### config.mk
export PLATFORM = sky130hd
export DESIGN_NAME = riscv_mtimer_mc
export DESIGN_NICKNAME = d
export VERILOG_FILES = /design/src/rtl/riscv_mtimer_mc.sv
export SDC_FILE = /design/constraint.sdc
export NUM_CORES = 1
export LEC_CHECK = 0
export BUFFER_PORTS_ARGS = -buffer_cell sky130_fd_sc_hd__buf_2
export CORE_ASPECT_RATIO = 1.1
export CORE_MARGIN = 2
export CORE_UTILIZATION = 28
export CTS_BUF_LIST = sky130_fd_sc_hd__clkbuf_4
export DETAILED_ROUTE_END_ITERATION = 6
export MAX_ROUTING_LAYER = met4
export SYNTH_ARGS = -nofsm -noshare
export SYNTH_HDL_FRONTEND = slang
export SYNTH_SLANG_ARGS = --single-unit
### constraint.sdc
create_clock -name clk -period 3 [get_ports clk]
set_input_delay 0.15 -clock clk [delete_from_list [all_inputs] [get_ports clk]]
set_output_delay 0.15 -clock clk [all_outputs]
set_load 0.01 [all_outputs]
### src/rtl/riscv_mtimer_mc.sv
// riscv_mtimer_mc: RISC-V machine timer with prescaler and per-hart mtimecmp.
// Avalon-MM slave with single-cycle writes and registered reads. A
// lo-then-hi read of mtime is made atomic through a shadow register that
// latches mtime[63:32] whenever mtime_lo is read.
module riscv_mtimer_mc #(
  parameter int NUM_HARTS   = 1,
  parameter int PRESCALE_W  = 16,
  parameter bit CTRL_EN_RST = 1'b1
) (
  input  logic                 clk,
  input  logic                 reset,
  input  logic [4:0]           avalon_address,
  input  logic [31:0]          avalon_writedata,
  input  logic                 avalon_write,
  input  logic                 avalon_read,
  output logic [31:0]          avalon_readdata,
  output logic [NUM_HARTS-1:0] irq
);

  logic [63:0]           mtime_q, mtime_d;
  logic [31:0]           shadow_q, shadow_d;
  logic                  en_q, en_d;
  logic [PRESCALE_W-1:0] prescale_q, prescale_d;
  logic [PRESCALE_W-1:0] pcnt_q, pcnt_d;
  logic [63:0]           cmp_q [NUM_HARTS];
  logic [63:0]           cmp_d [NUM_HARTS];
  logic [31:0]           rdata_q, rdata_d;
  logic [NUM_HARTS-1:0]  irq_q, irq_d;

  logic                  wr_mlo, wr_mhi, wr_ctrl, wr_pre;
  logic                  tick;
  logic [31:0]           rd_word;

  assign wr_mlo  = avalon_write && (avalon_address == 5'd0);
  assign wr_mhi  = avalon_write && (avalon_address == 5'd1);
  assign wr_ctrl = avalon_write && (avalon_address == 5'd2);
  assign wr_pre  = avalon_write && (avalon_address == 5'd3);

  // Prescaler terminal count; only meaningful while counting is enabled.
  assign tick = en_q && (pcnt_q == prescale_q);

  // Control, prescaler and mtime next-state; a bus write to mtime wins over a tick.
  always_comb begin
    en_d       = en_q;
    prescale_d = prescale_q;
    pcnt_d     = pcnt_q;
    mtime_d    = mtime_q;
    if (wr_ctrl) en_d = avalon_writedata[0];
    if (wr_pre) begin
      prescale_d = avalon_writedata[PRESCALE_W-1:0];
      pcnt_d     = '0;
    end else if (en_q) begin
      pcnt_d = tick ? '0 : pcnt_q + PRESCALE_W'(1);
    end
    if (wr_mlo)      mtime_d = {mtime_q[63:32], avalon_writedata};
    else if (wr_mhi) mtime_d = {avalon_writedata, mtime_q[31:0]};
    else if (tick)   mtime_d = mtime_q + 64'd1;
  end

  // Per-hart compare registers (half-word writes) and compare-based irq.
  always_comb begin
    for (int i = 0; i < NUM_HARTS; i++) begin
      cmp_d[i] = cmp_q[i];
      if (avalon_write && (avalon_address == 5'(4 + 2 * i)))
        cmp_d[i] = {cmp_q[i][63:32], avalon_writedata};
      if (avalon_write && (avalon_address == 5'(5 + 2 * i)))
        cmp_d[i] = {avalon_writedata, cmp_q[i][31:0]};
      irq_d[i] = en_q && (mtime_q >= cmp_q[i]);
    end
  end

  // Read mux; unmapped addresses return 0, idle cycles drive readdata to 0.
  always_comb begin
    rd_word = 32'd0;
    case (avalon_address)
      5'd0:    rd_word = mtime_q[31:0];
      5'd1:    rd_word = shadow_q;
      5'd2:    rd_word = {31'd0, en_q};
      5'd3:    rd_word = 32'(prescale_q);
      default: begin
        for (int i = 0; i < NUM_HARTS; i++) begin
          if (avalon_address == 5'(4 + 2 * i)) rd_word = cmp_q[i][31:0];
          if (avalon_address == 5'(5 + 2 * i)) rd_word = cmp_q[i][63:32];
        end
      end
    endcase
    rdata_d  = avalon_read ? rd_word : 32'd0;
    shadow_d = (avalon_read && (avalon_address == 5'd0)) ? mtime_q[63:32] : shadow_q;
  end

  // State registers; reset overrides any bus access in the same cycle.
  always_ff @(posedge clk) begin
    if (reset) begin
      mtime_q    <= '0;
      shadow_q   <= '0;
      en_q       <= CTRL_EN_RST;
      prescale_q <= '0;
      pcnt_q     <= '0;
      rdata_q    <= '0;
      irq_q      <= '0;
      for (int i = 0; i < NUM_HARTS; i++) cmp_q[i] <= '1;
    end else begin
      mtime_q    <= mtime_d;
      shadow_q   <= shadow_d;
      en_q       <= en_d;
      prescale_q <= prescale_d;
      pcnt_q     <= pcnt_d;
      rdata_q    <= rdata_d;
      irq_q      <= irq_d;
      for (int i = 0; i < NUM_HARTS; i++) cmp_q[i] <= cmp_d[i];
    end
  end

  assign avalon_readdata = rdata_q;
  assign irq             = irq_q;

endmodule

==> results of run 1 <==
-- layout make-up --
cell class,instances,share of cell area
Timing Repair Buffer,181,0.09447
Inverter,78,0.02117
Clock buffer,82,0.04452
Multi-Input combinational cell,1015,0.4584
Clock inverter,16,0.007420
Tap cell,513,0.04642
Antenna cell,2,0.0003620
Sequential cell,226,0.3272
-- synthesized netlist by cell type (28+ instances only) --
| cell | count |
|---|---|
| dfxtp_1 | 226 |
| nand3_1 | 35 |
| xnor2_1 | 37 |
| inv_1 | 78 |
| a21oi_1 | 97 |
| clkbuf_1 | 88 |
| nor2_1 | 102 |
| o211ai_1 | 77 |
| a211oi_1 | 46 |
| a221oi_1 | 34 |
| nand4_1 | 28 |
| nand2_1 | 245 |
| ha_1 | 66 |
-- routing by layer --
metal  GRT usage  vias up  wire length (um)  share of wire
met4     0.08947        0              1632          0.040
met5           -        -                 0              0
met1      0.2628     5410             18610           0.45
met2      0.2950      504             17820           0.44
li1            -     5443                 -              -
met3     0.02910       90              2896          0.071
-- worst paths after layout --
| path | start | to | slack (ps) | cells past startpoint |
|---|---|---|---|---|
| setup / recovery | mtime_q[14] | mtime_q[61] | 180 | 7 |
| hold / removal | avalon_address[0] | avalon_readdata[3] | 70 | 2 |
| setup reg to reg | mtime_q[14] | mtime_q[61] | 180 | 7 |
| hold reg to reg | shadow_q[0] | shadow_q[0] | 450 | 2 |
-- registers in the layout, indices dropped and copies added, names as in the netlist --
register / cells
shadow_q: 32
mtime_q: 64
pcnt_q: 16
prescale_q: 16
en_q: 1
avalon_readdata: 32
irq: 1
cmp_q: 64
-- cell families (layout without fill, tap and decap cells) --
logic type	count (synthesis)	count (layout)	synth area share
simple gates	526	526	0.2136
buf+inv	173	357	0.05722
xor+xnor	55	55	0.04188
compound gates	365	365	0.2193
mux	3	3	0.002828
other cells	0	2	0
fa+ha+maj	66	66	0.07179
flops	226	226	0.3933
-- metrics by stage --
stage	instances	hold WS, ps
after floorplan	1414	267.8
after global placement	1972	442.1
after detailed placement	1972	447.3
after CTS	2111	19.56
after global routing	2112	77.99
final	2113	71.51
-- report_power, final --
| group | leakage [nW] | total (mW) | internal (mW) | switching (mW) |
|---|---|---|---|---|
| Sequential | 1.83 | 3.08 | 3.04 | 0.0336 |
| Clock | 0.430 | 2.69 | 1.34 | 1.35 |
| Combinational | 3.33 | 0.593 | 0.192 | 0.400 |
==> results.tsv, run 1 <==
metric	value	unit
CP arrival	3490	ps
initial antenna violation count	1	
Buf/Inv on CP	0	
CP endpoint kind	flip-flop	
Overall Global Routing Usage	0.1974	
synthesized flop and latch total	226	
total gr overflow	0	
via count	11450	
dpl hpwl	28900	um
mean number of vias per cell	5.417	
Req. time, crit path	3670	ps
Setup Fix Bufs, Post-CTS	0	
clk slew on worst S/H paths	70	ps
antenna viol nets, final	0	
drt first pass iters	7	
CTS buffer count	61	
setup repair after global routing missed its margin	false	
initial core utilization	0.2849	
port bufs	73	
share of cells above drive strength 1	0.1596	
first-pass GRT wire length	64370	um
yosys warns	0	
# DRC	1	
Slowest-stage cell, CP	or4_4	
GP Congestion	0.8835	
Slew @ Worst Pin	811.0	ps
most frequent cells in the layout	245 x nand2_1, 226 x dfxtp_1, 102 x nor2_1	
Wirelength per Cell	19.39	um
Post-Route Setup TNS	0	ps
final setup fails	0	
cts repair resizes	0	
Area Overhead vs Synth	20.21	%
Slowest Stage Delay on Critical Path	600	ps
Synth area leader	dfxtp_1	
storage element area	0.004524	sq mm
FFs w/ async S/R, synth	0	
Core Region	0.04037	sq mm
CP top delay family	simple AND/OR/NAND/NOR gates	
Post-synth EDFFs	0	
clock tree buffer depth	3	
IR drop worst, VDD	0.0002133	V
Post-Syn Area	0.01150	sq mm
H-tree levels	2	
Max Cap Viol	0	
Tcrit/Tclk final	0.9398	
Pwr Density	459.6	mW/mm^2
WL final	40960	um
kind of critical path	flip-flop to flip-flop	
Synth Area per Inst	8.135	sq um
fillers	4237	
hold crit path type	primary input to flip-flop	
DIE WIDTH	197.3	um
Pins Over Slew Limit	0	
Seq/Total Area, Yosys	0.3933	
CP startpoint kind	flip-flop	
outcome	complete, but fails checks	
Max-slew headroom	0.4593	
Yosys top cell area share	0.3933	
initial DRC count	996	
commonest non-fill, non-tap cell in the layout	nand2_1	
prevailing post-synth register cell	dfxtp_1	
dominant cells by area after synthesis	dfxtp_1 39%, nand2_1 8.0%, ha_1 7.2%	
Synth Instances	1414	
final instance area	0.01383	sq mm
fin crit period	2819	ps
Core Rows	77	
Die ar.	0.04272	sq mm
Hold Fails Final Rpt	0	
clock latency on the worst-skew pair	780	ps
Netlist cell types	67	
largest net degree at the start of global routing	65	
total chip power	6.355	mW
clk sink count	226	
PnR worst setup slack	180.6	ps
Mapped Nets	1521	
nets	1670	
worst-path fanout max	8	
P_leak	5.586	nW
Place WS	244.8	ps
die height	216.6	um
Placement Cell Area	0.01269	sq mm
failing checks	DRC	
Fmax achieved	354.7	MHz
number of global-route vias before repair	11390	
io pins	74	
final core occ	0.3425	
cts hold-fix bufs	41	
area taken by multi-input logic gates	0.006339	sq mm
root buf cell	clkbuf_4	
cell chain of the critical path	and4_1 > nand2_4 > or4_4 > nor3_4 > nand3_2 > or4b_1 > a31oi_1	
clk_skew	51.59	ps
TritonCTS clock tree	yes	
No activity file was read; power rests on OpenSTA's default activity.
==> inputs of run 2 (changes only) <==
Settings changed: CORE_UTILIZATION 28 to 35.
==> run 2 against run 1 <==
The run now ends clean. Clock power is essentially flat. Worst hold slack improved by 61 ps. Sequential share of layout area up 0.13 points. Flip-flop and latch count unchanged. Worst setup slack worse by 130 ps. Maximum frequency is 4.5% lower. Combinational power is 0.7% lower. Count of clock-buffer cells in the layout up 2. Wire length decreased by 0.13%. Sequential power about the same. Critical path type unchanged. Critical endpoint is now irq. Largest power group unchanged.
==> results.tsv, run 2 (same netlist as run 1, synthesis figures left out) <==
metric	value	unit
kind of critical path	flip-flop to flip-flop	
initial antenna violation count	1	
number of global-route vias before repair	10980	
dpl hpwl	28300	um
clock latency on the worst-skew pair	770	ps
outcome	finished, final reports clean	
largest net degree at the start of global routing	100	
cell chain of the critical path	inv_1 > ha_1 > nand2b_1 > a2111o_1 > a221oi_2 > o21ai_0 > a311oi_2 > o31a_1 > o22ai_1	
total gr overflow	0	
IR drop worst, VDD	0.0002600	V
clock tree buffer depth	3	
P_leak	5.608	nW
GP Congestion	0.9447	
antenna viol nets, final	0	
root buf cell	clkbuf_4	
CP startpoint kind	flip-flop	
CTS buffer count	61	
most frequent cells in the layout	245 x nand2_1, 225 x dfxtp_1, 102 x nor2_1	
io pins	74	
via count	11560	
Die ar.	0.03433	sq mm
Pins Over Slew Limit	0	
clk slew on worst S/H paths	70	ps
share of cells above drive strength 1	0.1650	
drt first pass iters	5	
PnR worst setup slack	48.28	ps
WL final	40910	um
H-tree levels	2	
Setup Fix Bufs, Post-CTS	0	
Wirelength per Cell	20.06	um
Slowest-stage cell, CP	a311oi_2	
Overall Global Routing Usage	0.2409	
Core Rows	69	
final instance area	0.01378	sq mm
mean number of vias per cell	5.668	
port bufs	73	
Tcrit/Tclk final	0.9839	
Core Region	0.03237	sq mm
clk_skew	76.97	ps
fin crit period	2952	ps
clk sink count	226	
Max Cap Viol	0	
Req. time, crit path	3610	ps
commonest non-fill, non-tap cell in the layout	nand2_1	
nets	1672	
placed cells	1890	
CP endpoint kind	flip-flop	
Area Overhead vs Synth	19.76	%
DIE WIDTH	176.8	um
Pwr Density	460.5	mW/mm^2
Top Registers	cmp_q: 64 flops, mtime_q: 64 flops	
Slowest Stage Delay on Critical Path	440	ps
Buf/Inv on CP	1	
Hold Fails Final Rpt	0	
# DRC	0	
final setup fails	0	
Place WS	-358.9	ps
first-pass GRT wire length	62890	um
initial core utilization	0.3553	
worst-path fanout max	7	
Max-slew headroom	0.1987	
CP arrival	3560	ps
initial DRC count	1120	
TritonCTS clock tree	yes	
Fmax achieved	338.8	MHz
hold crit path type	primary input to flip-flop	
Slew @ Worst Pin	1202	ps
CP top delay family	compound AO/OA/AOI/OAI gates	
non-filler cells, final	2039	
Placement Cell Area	0.01262	sq mm
final core occ	0.4255	
setup repair after global routing missed its margin	false	
die height	194.1	um
-- run 2: timing repair --
| item | CTS | global route |
|---|---|---|
| gates resized for setup | 3 | 2 |
| hold buffers | 38 | 0 |
| pin swaps | 2 | 0 |
| endpoints found under the hold margin | 164 | 0 |
| endpoints found under the setup margin | 1 | 61 |
-- run 2: stage by stage --
step	hold WS (ps)	TNS, ps	total power, mW
after CTS	66.29	0	6.396
final	132.9	0	6.344
after floorplan	267.8	0	3.427
after detailed placement	447.1	-358.9	3.683
after global routing	134.4	0	6.621
after global placement	441.4	-279.1	3.679
-- run 2: final cells by class --
type	instances	area [sq um]
fill	3306	18600
sequential	226	4526
antenna	1	2.502
clock inverter	26	113.9
inverter	78	292.8
multi-input combinational	1015	6364
tap	426	533.0
timing repair buffer	183	1314
clock buffer	84	630.6
-- run 2: final timing paths --
path                                         from                 end  slack (ps)  cells after the start
worst max-delay path                   mtime_q[0]                 irq          50                      9
worst min-delay path            avalon_address[1]  avalon_readdata[0]         130                      5
worst max register to register         mtime_q[0]                 irq          50                      9
worst min register to register       shadow_q[16]        shadow_q[16]         460                      2
-- run 2: report_power, final --
part	internal [mW]	leakage [nW]	switching, mW
logic	0.194	3.33	0.395
registers	3.04	1.83	0.0416
clock network	1.30	0.447	1.37
-- run 2: worst reg2reg max path: cells and delay by family (launching register included) --
| family | cells | cell delay, ps |
|---|---|---|
| AO/OA/AOI/OAI | 6 | 1890 |
| flip-flops | 1 | 410 |
| adder cells (fa/ha/maj) | 1 | 290 |
| AND/OR/NAND/NOR | 1 | 140 |
| buffers and inverters | 1 | 100 |
-- run 2: routing by layer --
layer | vias to the layer above | global-route usage | wire length, um
met4 | 0 | 0.08050 | 1156
met1 | 5495 | 0.3150 | 18130
met5 | - | - | 0
met3 | 84 | 0.03686 | 3061
li1 | 5460 | - | -
met2 | 519 | 0.3789 | 18560
==> inputs of run 3 (changes only) <==
Settings changed: CORE_ASPECT_RATIO 1.1 to 0.5.
==> run 3 against run 2 <==
Clock skew decreased by 40 ps. Clock power decreased by 3%. Count of clock-buffer cells in the layout decreased by 9. Critical path type unchanged. Largest cell class unchanged. Largest power group unchanged.
==> results.tsv, run 3 (same netlist as run 1, synthesis figures left out) <==
metric	value	unit
Max-slew headroom	0.4187	
commonest non-fill, non-tap cell in the layout	nand2_1	
final setup fails	0	
final instance area	0.01384	sq mm
CTS buffer count	56	
worst-path fanout max	8	
fillers	3252	
Core Region	0.03200	sq mm
GP Congestion	0.9272	
placed cells	1895	
IR drop worst, VDD	0.0002554	V
dpl hpwl	28280	um
Post-Route Setup TNS	0	ps
total gr overflow	0	
clk_skew	36.74	ps
Buf/Inv on CP	0	
CP endpoint kind	flip-flop	
via count	11410	
initial core utilization	0.3594	
r2r startpoint	mtime_q[14]	
number of global-route vias before repair	10770	
non-filler cells, final	2049	
Max Cap Viol	0	
# DRC	0	
CP startpoint kind	flip-flop	
Die ar.	0.03442	sq mm
PnR worst setup slack	251.6	ps
antenna viol nets, final	0	
cts repair resizes	0	
port bufs	73	
clock tree buffer depth	3	
DIE WIDTH	260.4	um
Hold Fails Final Rpt	0	
initial DRC count	994	
TritonCTS clock tree	yes	
most frequent cells in the layout	245 x nand2_1, 226 x dfxtp_1, 102 x nor2_1	
cts hold-fix bufs	51	
Setup Fix Bufs, Post-CTS	0	
Top Registers	cmp_q: 64 flops, mtime_q: 64 flops	
die height	132.2	um
hold crit path type	primary input to flip-flop	
Area Overhead vs Synth	20.31	%
share of cells above drive strength 1	0.1510	
Worst path depth	7	
clock latency on the worst-skew pair	730	ps
total chip power	6.290	mW
setup repair after global routing missed its margin	false	
Slew @ Worst Pin	871.9	ps
Slowest-stage cell, CP	or4_4	
CP top delay family	simple AND/OR/NAND/NOR gates	
Core Rows	46	
H-tree levels	2	
Pins Over Slew Limit	0	
Reg2Reg Setup Slack	250	ps
Overall Global Routing Usage	0.2409	
drt first pass iters	5	
Worst Hold Depth	6	
CP arrival	3400	ps
largest net degree at the start of global routing	72	
nets	1679	
Slowest Stage Delay on Critical Path	600	ps
root buf cell	clkbuf_4	
Worst R2R Path Depth	7	
cell chain of the critical path	and4_1 > nand2_4 > or4_4 > nor3_4 > nand3_2 > or4b_1 > a31oi_1	
initial antenna violation count	1	
mean number of vias per cell	5.570	
fin crit period	2748	ps
io pins	74	
outcome	finished, final reports clean	
kind of critical path	flip-flop to flip-flop	
Place WS	241.6	ps
first-pass GRT wire length	63020	um
Fmax achieved	363.8	MHz
crit path from	mtime_q[14]	
Pwr Density	454.6	mW/mm^2
P_leak	5.647	nW
Wirelength per Cell	19.71	um
crit path to	mtime_q[61]	
final core occ	0.4324	
WL final	40390	um
Req. time, crit path	3650	ps
Fin Hold WS	92.24	ps
clk slew on worst S/H paths	80	ps
Placement Cell Area	0.01263	sq mm
clk sink count	226	
Tcrit/Tclk final	0.9161	
reg2reg end	mtime_q[61]	
[run 3: cell types whose count changed in the layout (fill, tap and decap cells not counted), sizes merged]
cell and delta:
buf -1, bufinv +1, clkbuf -9, clkinv +1
dlygate4sd3 +13, inv -1
[run 3: worst min path at each step]
stage	end	startpoint	slack (ps)
global route	en_q	avalon_address[4]	90
finish	en_q	avalon_address[4]	90
global placement	shadow_q[10]	shadow_q[10]	440
CTS	en_q	avalon_address[4]	30
detailed placement	shadow_q[8]	shadow_q[8]	450
floorplan	cmp_q[0][63]	avalon_writedata[31]	270
[run 3: report_power, final]
part           internal [mW]  leakage, nW  switching [mW]  total (mW)
Sequential              3.04         1.83          0.0356        3.07
Clock                   1.25        0.400            1.36        2.60
Combinational          0.204         3.42           0.408       0.612
[run 3: cell type report]
class | count | area (sq um) | area share
diodes | 1 | 2.502 | 0.0001808
multi-input cells | 1015 | 6339 | 0.4580
clock inverters | 27 | 127.6 | 0.009222
inverters | 78 | 292.8 | 0.02116
flip-flops and latches | 226 | 4524 | 0.3269
well taps | 432 | 540.5 | 0.03906
repair buffers | 195 | 1449 | 0.1047
clock buffers | 75 | 563.0 | 0.04069
[run 3: worst min-delay path: stages]
cell     delay [ps]
buf_2           130
nor4b_2          50
buf_4           210
nand2_1          80
nand2_1          50
nand3_1         100
[run 3: layer usage]
layer	vias up	GRT usage	part of all wire
met3	85	0.03768	0.075
met4	0	0.07651	0.028
met5	-	-	0
li1	5480	-	-
met2	411	0.3652	0.45
met1	5437	0.3277	0.45
